$ cat config.mk
export PLATFORM = sky130hd
export DESIGN_NAME = ps2_host_tx
export DESIGN_NICKNAME = d
export VERILOG_FILES = /design/src/rtl/ps2_host_tx.sv
export SDC_FILE = /design/constraint.sdc
export NUM_CORES = 1
export LEC_CHECK = 0
export ABC_CLOCK_PERIOD_IN_PS = 1800
export CAP_MARGIN = 20
export CORE_MARGIN = 10
export CORE_UTILIZATION = 50
export CTS_CLUSTER_DIAMETER = 80
export DETAILED_ROUTE_END_ITERATION = 10
export PLACE_DENSITY = 0.74
export SYNTH_ARGS = -nofsm -noshare
export SYNTH_HDL_FRONTEND = slang
export SYNTH_SLANG_ARGS = --single-unit
$ cat constraint.sdc
create_clock -name clk -period 1.8 [get_ports clk]
set_input_delay 0.45 -clock clk [delete_from_list [all_inputs] [get_ports clk]]
set_output_delay 0.45 -clock clk [all_outputs]
set_load 0.005 [all_outputs]
$ cat src/rtl/ps2_host_tx.sv
// rtl/ps2_host_tx.sv - PS/2 host-to-device command byte transmitter
//
// Sends one command byte to a PS/2 device using the host request-to-send
// sequence: inhibit the clock, pull data low (start bit), release the clock,
// then drive data bits, odd parity and stop on the device's falling clock
// edges, and finally sample the device ACK.
//
// Parameters:
//   INHIBIT_CYCLES - clk cycles the PS/2 clock is held low before request-to-send
//   TIMEOUT_CYCLES - watchdog limit in clk cycles, counted from REQ
//
// Ports:
//   clk          in   system clock, all logic on its rising edge
//   rst          in   synchronous active-high reset
//   tx_data      in   command byte
//   tx_valid     in   transmit request
//   tx_ready     out  idle and able to accept a byte
//   ps2_clk_in   in   PS/2 clock line level (asynchronous)
//   ps2_data_in  in   PS/2 data line level (asynchronous)
//   ps2_clk_oe   out  1 = pull PS/2 clock low (registered)
//   ps2_data_oe  out  1 = pull PS/2 data low (registered)
//   done         out  one-cycle completion pulse
//   ack_error    out  device did not ACK (valid with done, held until next byte)
//   timeout      out  watchdog abort (valid with done, held until next byte)
//
// Build option: define PS2_TX_TIMEOUT_EN to enable the watchdog; otherwise
// timeout is tied low and the frame waits indefinitely for the device.

module ps2_host_tx #(
    parameter int INHIBIT_CYCLES = 5000,
    parameter int TIMEOUT_CYCLES = 750000
) (
    input  logic       clk,
    input  logic       rst,
    input  logic [7:0] tx_data,
    input  logic       tx_valid,
    output logic       tx_ready,
    input  logic       ps2_clk_in,
    input  logic       ps2_data_in,
    output logic       ps2_clk_oe,
    output logic       ps2_data_oe,
    output logic       done,
    output logic       ack_error,
    output logic       timeout
);

    typedef enum logic [2:0] {
        S_IDLE,
        S_INHIBIT,
        S_REQ,
        S_SHIFT,
        S_ACK,
        S_WAIT_IDLE,
        S_FINISH
    } state_t;

    localparam int IW = (INHIBIT_CYCLES > 1) ? $clog2(INHIBIT_CYCLES) : 1;
    localparam logic [IW-1:0] INH_LAST = IW'(INHIBIT_CYCLES - 1);
    localparam logic [IW-1:0] INH_ONE  = IW'(1);

    state_t        state_q, state_d;
    logic          clk_meta_q, clk_sync_q, clk_prev_q;
    logic          data_meta_q, data_sync_q;
    logic [7:0]    byte_q, byte_d;
    logic          parity_q, parity_d;
    logic [IW-1:0] inh_cnt_q, inh_cnt_d;
    logic [3:0]    bit_cnt_q, bit_cnt_d;
    logic          ack_err_q, ack_err_d;
    logic          clk_oe_q, clk_oe_d;
    logic          data_oe_q, data_oe_d;
    logic          done_q, done_d;
    logic          fall;
    logic          accept;
    logic [9:0]    line_bits;

    assign fall      = clk_prev_q & ~clk_sync_q;
    assign accept    = tx_valid & (state_q == S_IDLE);
    // Frame as seen on the wire, indexed by the number of edges seen so far:
    // 0 = start bit, 1..8 = data LSB first, 9 = parity.
    assign line_bits = {parity_q, byte_q, 1'b0};

`ifdef PS2_TX_TIMEOUT_EN
    localparam int WW = (TIMEOUT_CYCLES > 1) ? $clog2(TIMEOUT_CYCLES) : 1;
    localparam logic [WW-1:0] WD_LAST = WW'(TIMEOUT_CYCLES - 1);
    localparam logic [WW-1:0] WD_ONE  = WW'(1);

    logic [WW-1:0] wd_cnt_q, wd_cnt_d;
    logic          timeout_q, timeout_d;
    logic          wd_active;
    logic          wd_expired;

    // The watchdog covers everything from REQ until FINISH; it is held at 0
    // elsewhere so REQ always starts counting from zero.
    assign wd_active  = (state_q == S_REQ) || (state_q == S_SHIFT) ||
                        (state_q == S_ACK) || (state_q == S_WAIT_IDLE);
    assign wd_expired = wd_active && (wd_cnt_q == WD_LAST);
    assign timeout    = timeout_q;
`else
    assign timeout    = 1'b0;
`endif

    // State and datapath registers
    always_ff @(posedge clk) begin
        if (rst) begin
            state_q     <= S_IDLE;
            clk_meta_q  <= 1'b1;
            clk_sync_q  <= 1'b1;
            clk_prev_q  <= 1'b1;
            data_meta_q <= 1'b1;
            data_sync_q <= 1'b1;
            byte_q      <= '0;
            parity_q    <= 1'b0;
            inh_cnt_q   <= '0;
            bit_cnt_q   <= '0;
            ack_err_q   <= 1'b0;
            clk_oe_q    <= 1'b0;
            data_oe_q   <= 1'b0;
            done_q      <= 1'b0;
`ifdef PS2_TX_TIMEOUT_EN
            wd_cnt_q    <= '0;
            timeout_q   <= 1'b0;
`endif
        end else begin
            state_q     <= state_d;
            clk_meta_q  <= ps2_clk_in;
            clk_sync_q  <= clk_meta_q;
            clk_prev_q  <= clk_sync_q;
            data_meta_q <= ps2_data_in;
            data_sync_q <= data_meta_q;
            byte_q      <= byte_d;
            parity_q    <= parity_d;
            inh_cnt_q   <= inh_cnt_d;
            bit_cnt_q   <= bit_cnt_d;
            ack_err_q   <= ack_err_d;
            clk_oe_q    <= clk_oe_d;
            data_oe_q   <= data_oe_d;
            done_q      <= done_d;
`ifdef PS2_TX_TIMEOUT_EN
            wd_cnt_q    <= wd_cnt_d;
            timeout_q   <= timeout_d;
`endif
        end
    end

    // Next-state logic
    always_comb begin
        state_d = state_q;
        case (state_q)
            S_IDLE:      if (accept) state_d = S_INHIBIT;
            S_INHIBIT:   if (inh_cnt_q == INH_LAST) state_d = S_REQ;
            S_REQ:       state_d = S_SHIFT;
            S_SHIFT:     if (fall && (bit_cnt_q == 4'd9)) state_d = S_ACK;
            S_ACK:       if (fall) state_d = S_WAIT_IDLE;
            S_WAIT_IDLE: if (clk_sync_q && data_sync_q) state_d = S_FINISH;
            S_FINISH:    state_d = S_IDLE;
            default:     state_d = S_IDLE;
        endcase
`ifdef PS2_TX_TIMEOUT_EN
        if (wd_expired) state_d = S_FINISH;
`endif
    end

    // Datapath next values and registered line drivers. The drivers are
    // derived from the next state so each register already holds the level
    // belonging to the state it is entering.
    always_comb begin
        byte_d    = byte_q;
        parity_d  = parity_q;
        inh_cnt_d = '0;
        bit_cnt_d = bit_cnt_q;
        ack_err_d = ack_err_q;
        clk_oe_d  = 1'b0;
        data_oe_d = 1'b0;
        done_d    = 1'b0;

        case (state_q)
            S_IDLE: begin
                if (accept) begin
                    byte_d    = tx_data;
                    parity_d  = ~^tx_data;
                    bit_cnt_d = '0;
                    ack_err_d = 1'b0;
                end
            end
            S_INHIBIT: begin
                if (inh_cnt_q != INH_LAST) inh_cnt_d = inh_cnt_q + INH_ONE;
            end
            S_SHIFT: begin
                if (fall) bit_cnt_d = (bit_cnt_q == 4'd9) ? 4'd0 : bit_cnt_q + 4'd1;
            end
            S_ACK: begin
                if (fall) ack_err_d = data_sync_q;
            end
            default: ;
        endcase

`ifdef PS2_TX_TIMEOUT_EN
        timeout_d = timeout_q;
        wd_cnt_d  = wd_active ? wd_cnt_q + WD_ONE : '0;
        if (accept) timeout_d = 1'b0;
        if (wd_expired) begin
            ack_err_d = 1'b1;
            timeout_d = 1'b1;
            bit_cnt_d = '0;
        end
`endif

        case (state_d)
            S_INHIBIT: begin
                clk_oe_d  = 1'b1;
                // Start bit is asserted in the final inhibit cycle.
                data_oe_d = (inh_cnt_d == INH_LAST);
            end
            S_REQ:   data_oe_d = 1'b1;
            S_SHIFT: data_oe_d = ~line_bits[bit_cnt_d];
            default: ;
        endcase

        done_d = (state_d == S_FINISH);
    end

    assign tx_ready    = (state_q == S_IDLE);
    assign ps2_clk_oe  = clk_oe_q;
    assign ps2_data_oe = data_oe_q;
    assign done        = done_q;
    assign ack_error   = ack_err_q;

endmodule
-- After elaboration in Yosys (flattened, before gate mapping)
Index checks and enable logic that the tools add are counted.
W data, S select, Z words.
- divide/modulo/power cells: 0
- shift operators: 0
- magnitude comparators: 1
- reduce and logical (&&, ||, !) cells: 7
- multiply operators: 0
- equal/unequal tests: 15
- bitwise gates (word level): 4
- add/sub/neg operators: 2
- multiplexer cells: 19
- operators with widths (kind ; count):
    $eq A13 B13 Y1 const B ; 2
    $mux W13 ; 2
    $pmux W3 S6 ; 1
    $mux W3 ; 5
    $add A13 B1 Y13 const B ; 1
    $ne A13 B13 Y1 const B ; 1
    $eq A3 B2 Y1 const B ; 4
    $mux W4 ; 3
    $eq A3 B3 Y1 const B ; 3
    $pmux W4 S2 ; 1
    $reduce_xnor A8 Y1 ; 1
    $eq A3 B1 Y1 const B ; 2
    $lt A4 B5 Y1 const B ; 1
    $add A4 B1 Y4 const B ; 1
    $bmux W1 S4 ; 1
    $eq A4 B4 Y1 const B ; 1
    $mux W1 ; 4
    $logic_not A3 Y1 ; 1
    $pmux W1 S3 ; 1
    $reduce_and A3 Y1 ; 1
    $and A1 B1 Y1 ; 2
    $logic_and A1 B1 Y1 ; 2
    $ne A2 B1 Y1 const B ; 1
    $ne A2 B2 Y1 const B ; 1
    other kinds (4) ; 5
- RAM bits: 0
- input bits: 13
- memory bits (read-only): 0
- register bits after elaboration: 38
- logic and storage cells: 62
- memories: 0
- output and inout bits: 6
- latch bits: 0

-- Longest topological paths before layout
- word-level depth: 8
- mapped depth: 9
- depth with buffers taken out: 8

-- Worst setup path before layout
Ideal clock, no wire load.
- path type: reg2reg
- start point: register bit_cnt_q[1]
- end point: register data_oe_q, in the netlist ps2_data_oe
- slack: -0.153 ns
- arrival time: 1.873 ns
- cell stages (with the launch flop): 10
- path buffers: 1
- path through: dfxtp_1 > inv_1 > ha_1 > and3b_1 > clkbuf_1 > or4_4 > and3_1 > a2111oi_2 > a311oi_1 > a22oi_1
- longest elaborated chain between the ends: 8
- RTL lines (what ; line ; text):
    start, declared ; 67 ; logic [3:0] bit_cnt_q, bit_cnt_d;
    start signal, assigned ; 133 ; bit_cnt_q <= bit_cnt_d;
    $add A4 B1 Y4 / $eq A4 B4 Y1 (equally long branches) ; 189, 152 ;
    $mux W4 (2 in series) ; 189 ; if (fall) bit_cnt_d = (bit_cnt_q == 4'd9) ? 4'd0 : bit_cnt_q + 4'd1;
    $pmux W4 S2 ; 176 ; case (state_q)
    $bmux W1 S4 ; 215 ; S_SHIFT: data_oe_d = ~line_bits[bit_cnt_d];
    $mux W1 (implied by the code) ; 215 ;
    $not A1 Y1 ; 215 ;
    $pmux W1 S3 (*) ; 208 ; case (state_d)
    end signal, assigned ; 136 ; data_oe_q <= data_oe_d;
    end, declared ; 70 ; logic data_oe_q, data_oe_d;
Every way passes the cells marked *; elsewhere a longest branch is shown, timed or not. The select of a mux whose other input is x is not followed.
A chain may end at the register's enable or synchronous reset.

-- Worst setup path in the final report
- start point: register state_q[2]
- end point: register data_oe_q, in the netlist ps2_data_oe
- longest elaborated chain between the ends: 8
- RTL lines (what ; line ; text):
    start, declared ; 61 ; state_t state_q, state_d;
    start signal, assigned ; 124 ; state_q <= state_d;
    $logic_not A3 Y1 ; 77, 148, 176 ;
    $and A1 B1 Y1 ; 77 ; assign accept = tx_valid & (state_q == S_IDLE);
    $mux W4 ; 178 ; if (accept) begin
    $pmux W4 S2 ; 176 ;
    $bmux W1 S4 ; 215 ;
    $mux W1 (implied by the code) ; 215 ;
    $not A1 Y1 ; 215 ;
    $pmux W1 S3 (*) ; 208 ;
Marks and branches as above.

==> results.md <==
- Hold buffers post-CTS: 0
- DRT Pass-1 Iters: 4
- Seq/Total Area, Yosys: 39.8%
- Sequential power share: 51.6%
- Top cells by count, synth: dfxtp_1, nand2_1, nor2_1, a21oi_1, xnor2_1
- Slowest stage delay, CP: 0.62 ns
- Fin Setup TNS: -0.189 ns
- Die Area: 6690 um^2
- Crit. End Element: flop
- Via-to-Cell Ratio: 5.45
- Initial Util: 51.8%
- Layout cells sized above 1: 31.0%
- Post-synth ARST share: 0%
- DRC violations left: 0
- XOR/XNOR share of the synthesized area: 8.26%
- Synth area leader: dfxtp_1
- PnR worst setup slack: -0.183 ns
- Antenna cells: 0
- Top_reg_cell synth: dfxtp_1
- RePlAce Congestion: 0.837
- Largest net degree at the start of global routing: 14
- Leakage: 1.05 nW
- Layout area overhead: 39.5%
- CP arrival: 2.16 ns
- DR WL/cell: 14.8 um
- Cell Area, Synth: 1910 um^2
- Die Y-Extent: 81.8 um
- Post-synthesis compound-gate area fraction: 14.7%
- CTS Buf Count: 5
- Synth area leaders: dfxtp_1, nand2_1, xnor2_1, nor2_1, a21oi_1
- Grt ovf: 0
- Gate power share: 12.3%
- Crit share post-route: 110%
- Switching power of the nets: 0.419 mW
- Tot GR Track Use: 14.8%
- First-pass GRT wire length: 7.86 mm
- CP Max Fanout: 6
- Worst-Skew Late Latency: 0.29 ns
- Rows: 22
- Post-synthesis mux area share: 0.524%
- Seq cells post-synth: 38
- Worst min path class: flop to flop
- Ys Warns: 0
- Design area: 2660 um^2
- Synth Area in Adders: 1.97%
- Worst setup SP type: flop
- Antenna violations before repair: 0
- Cell Pwr Density: 640 nW/um^2
- Status: finished with violations
- WS Path Type: flop to flop
- Achievable Freq: 0.504 GHz
- Total core area: 3690 um^2
- Fin. max-slew vios: 0
- Number of port buffers: 17
- Worst-path clk slew: 0.08 ns
- Syn Inst Count: 222
- Yosys top cell area share: 39.8%
- CTS tree: built
- H-Tree Depth: 2
- ANT nets after route: 0
- Worst path slowest cell: or4b_4
- Vias after detailed routing: 1810
- Vias in the first global route: 1698
- Final Skew: 0.00849 ns
- Max_cap viols: 0
- Crit path time final: 1.98 ns
- Max VDD drop: 0.000494 V
- Setup violations, final: 2
- EDFF count, synth: 0
- CTS Root Cell: clkbuf_8
- Simple-Gate Fraction of Synth Area: 30.5%
- Failing checks: setup timing
- Bufs on Longest Clock Path: 2
- Post-synth net total: 238
- Worst-path cell chain: or4b_4, o311ai_4, o41a_1, buf_6, buf_4, nor2_1, a32oi_1, a22oi_1
- Syn avg cell area: 8.60 um^2
- DRT iter0 DRCs: 88
- RSZ-0062 raised after global routing: true
- Distinct cell type count after synthesis: 54
- Clk sink count: 38
- Final WL: 4.92 mm
- Main combinational cell family by area after synthesis: simple AND/OR/NAND/NOR gates
- Final Hold Vio Count: 0
- Total internal power: 1.29 mW
- Placed Area: 2400 um^2
- Crit path required time: 1.98 ns
- Die width: 81.8 um
- Layout Utilization: 72.2%
- Clk pwr share: 36.1%
- Final #Nets: 299
- Count leader, synth: dfxtp_1
- Ports: 19
- Fillers: 286
- Switching Fraction: 24.6%
- HPWL reported at the end of detailed placement: 3.36 mm
flip-flops by register name, summed over array words and instances, names as in the netlist:
signal	count
ps2_clk_oe	1
bit_cnt_q	4
ack_error	1
data_sync_q	1
data_meta_q	1
state_q	3
parity_q	1
byte_q	8
clk_sync_q	1
inh_cnt_q	13
done	1
clk_meta_q	1
clk_prev_q	1
ps2_data_oe	1
final timing paths:
check	from	endpoint	slack, ns	cells past startpoint
setup / recovery	state_q[2]	ps2_data_oe	-0.18	8
hold / removal	clk_meta_q	clk_sync_q	0.40	1
setup reg to reg	state_q[2]	ps2_data_oe	-0.18	8
hold reg to reg	clk_meta_q	clk_sync_q	0.40	1
cells by family after synthesis:
family,after synthesis
adders and majority gates,3
DFF,38
and+or+nand+nor,105
other,1
buffers and inverters,18
xor gates and xnor gates,18
AOI/OAI and AO/OA,38
muxes,1
layer usage:
layer	GRT usage, %	up-vias	wire (um)
met3	4.48	13	243
met2	22.3	36	2230
met5	0	-	0
li1	-	909	-
met1	18.9	852	2320
met4	6.63	0	123
worst max-delay path, delay by kind of cell, from the launching register on:
family | cells | cell delay (ns)
AO/OA/AOI/OAI | 4 | 0.60
AND/OR/NAND/NOR | 2 | 0.66
buffers and inverters | 2 | 0.23
flip-flops | 1 | 0.37
stage by stage:
step           power, mW  std cells  worst slack (ns)  hold WS, ns
3_5_place_dp        1.10        316            -0.655        0.395
6_report            1.71        332            -0.183        0.403
4_1_cts             1.70        328            -0.198        0.404
5_1_grt             1.77        332            -0.267        0.420
2_1_floorplan       1.01        222            -0.108        0.389
3_3_place_gp        1.09        316            -0.614        0.396
layout by cell type, fill, tap and decap left out, types with 6 or more instances in the layout:
cell,count
a21oi_1,14
and3_1,10
buf_4,46
clkbuf_8,6
clkdlybuf4s50_1,15
dfxtp_1,33
inv_1,6
nand2_1,29
nand3_1,7
nor2_1,20
or2_2,7
xnor2_1,12
xor2_1,6
final cells by class:
class                           instances  area (um^2)  area share, %
Clock buffer                            7         86.3           3.24
Multi-Input combinational cell        166         1170           44.1
Timing Repair Buffer                   66          547           20.5
Sequential cell                        38          769           28.9
Tap cell                               48         60.1           2.25
Inverter                                6         22.5          0.845
Clock inverter                          1         5.00          0.188
power groups by stage:
stage               clock [mW]  sequential, mW  combinational [mW]
finish                   0.615           0.880               0.210
global route             0.660           0.883               0.231
CTS                      0.623           0.880               0.202
detailed placement           0           0.899               0.197
global placement             0           0.898               0.195
floorplan                    0           0.897               0.112
repair_timing:
| action | in CTS | in global routing |
|---|---|---|
| setup buffers | 4 | 4 |
| pin swaps | 4 | 11 |
| gates resized for setup | 11 | 13 |
| setup endpoints to repair | 4 | 10 |
No activity file was read; power rests on OpenSTA's default activity.
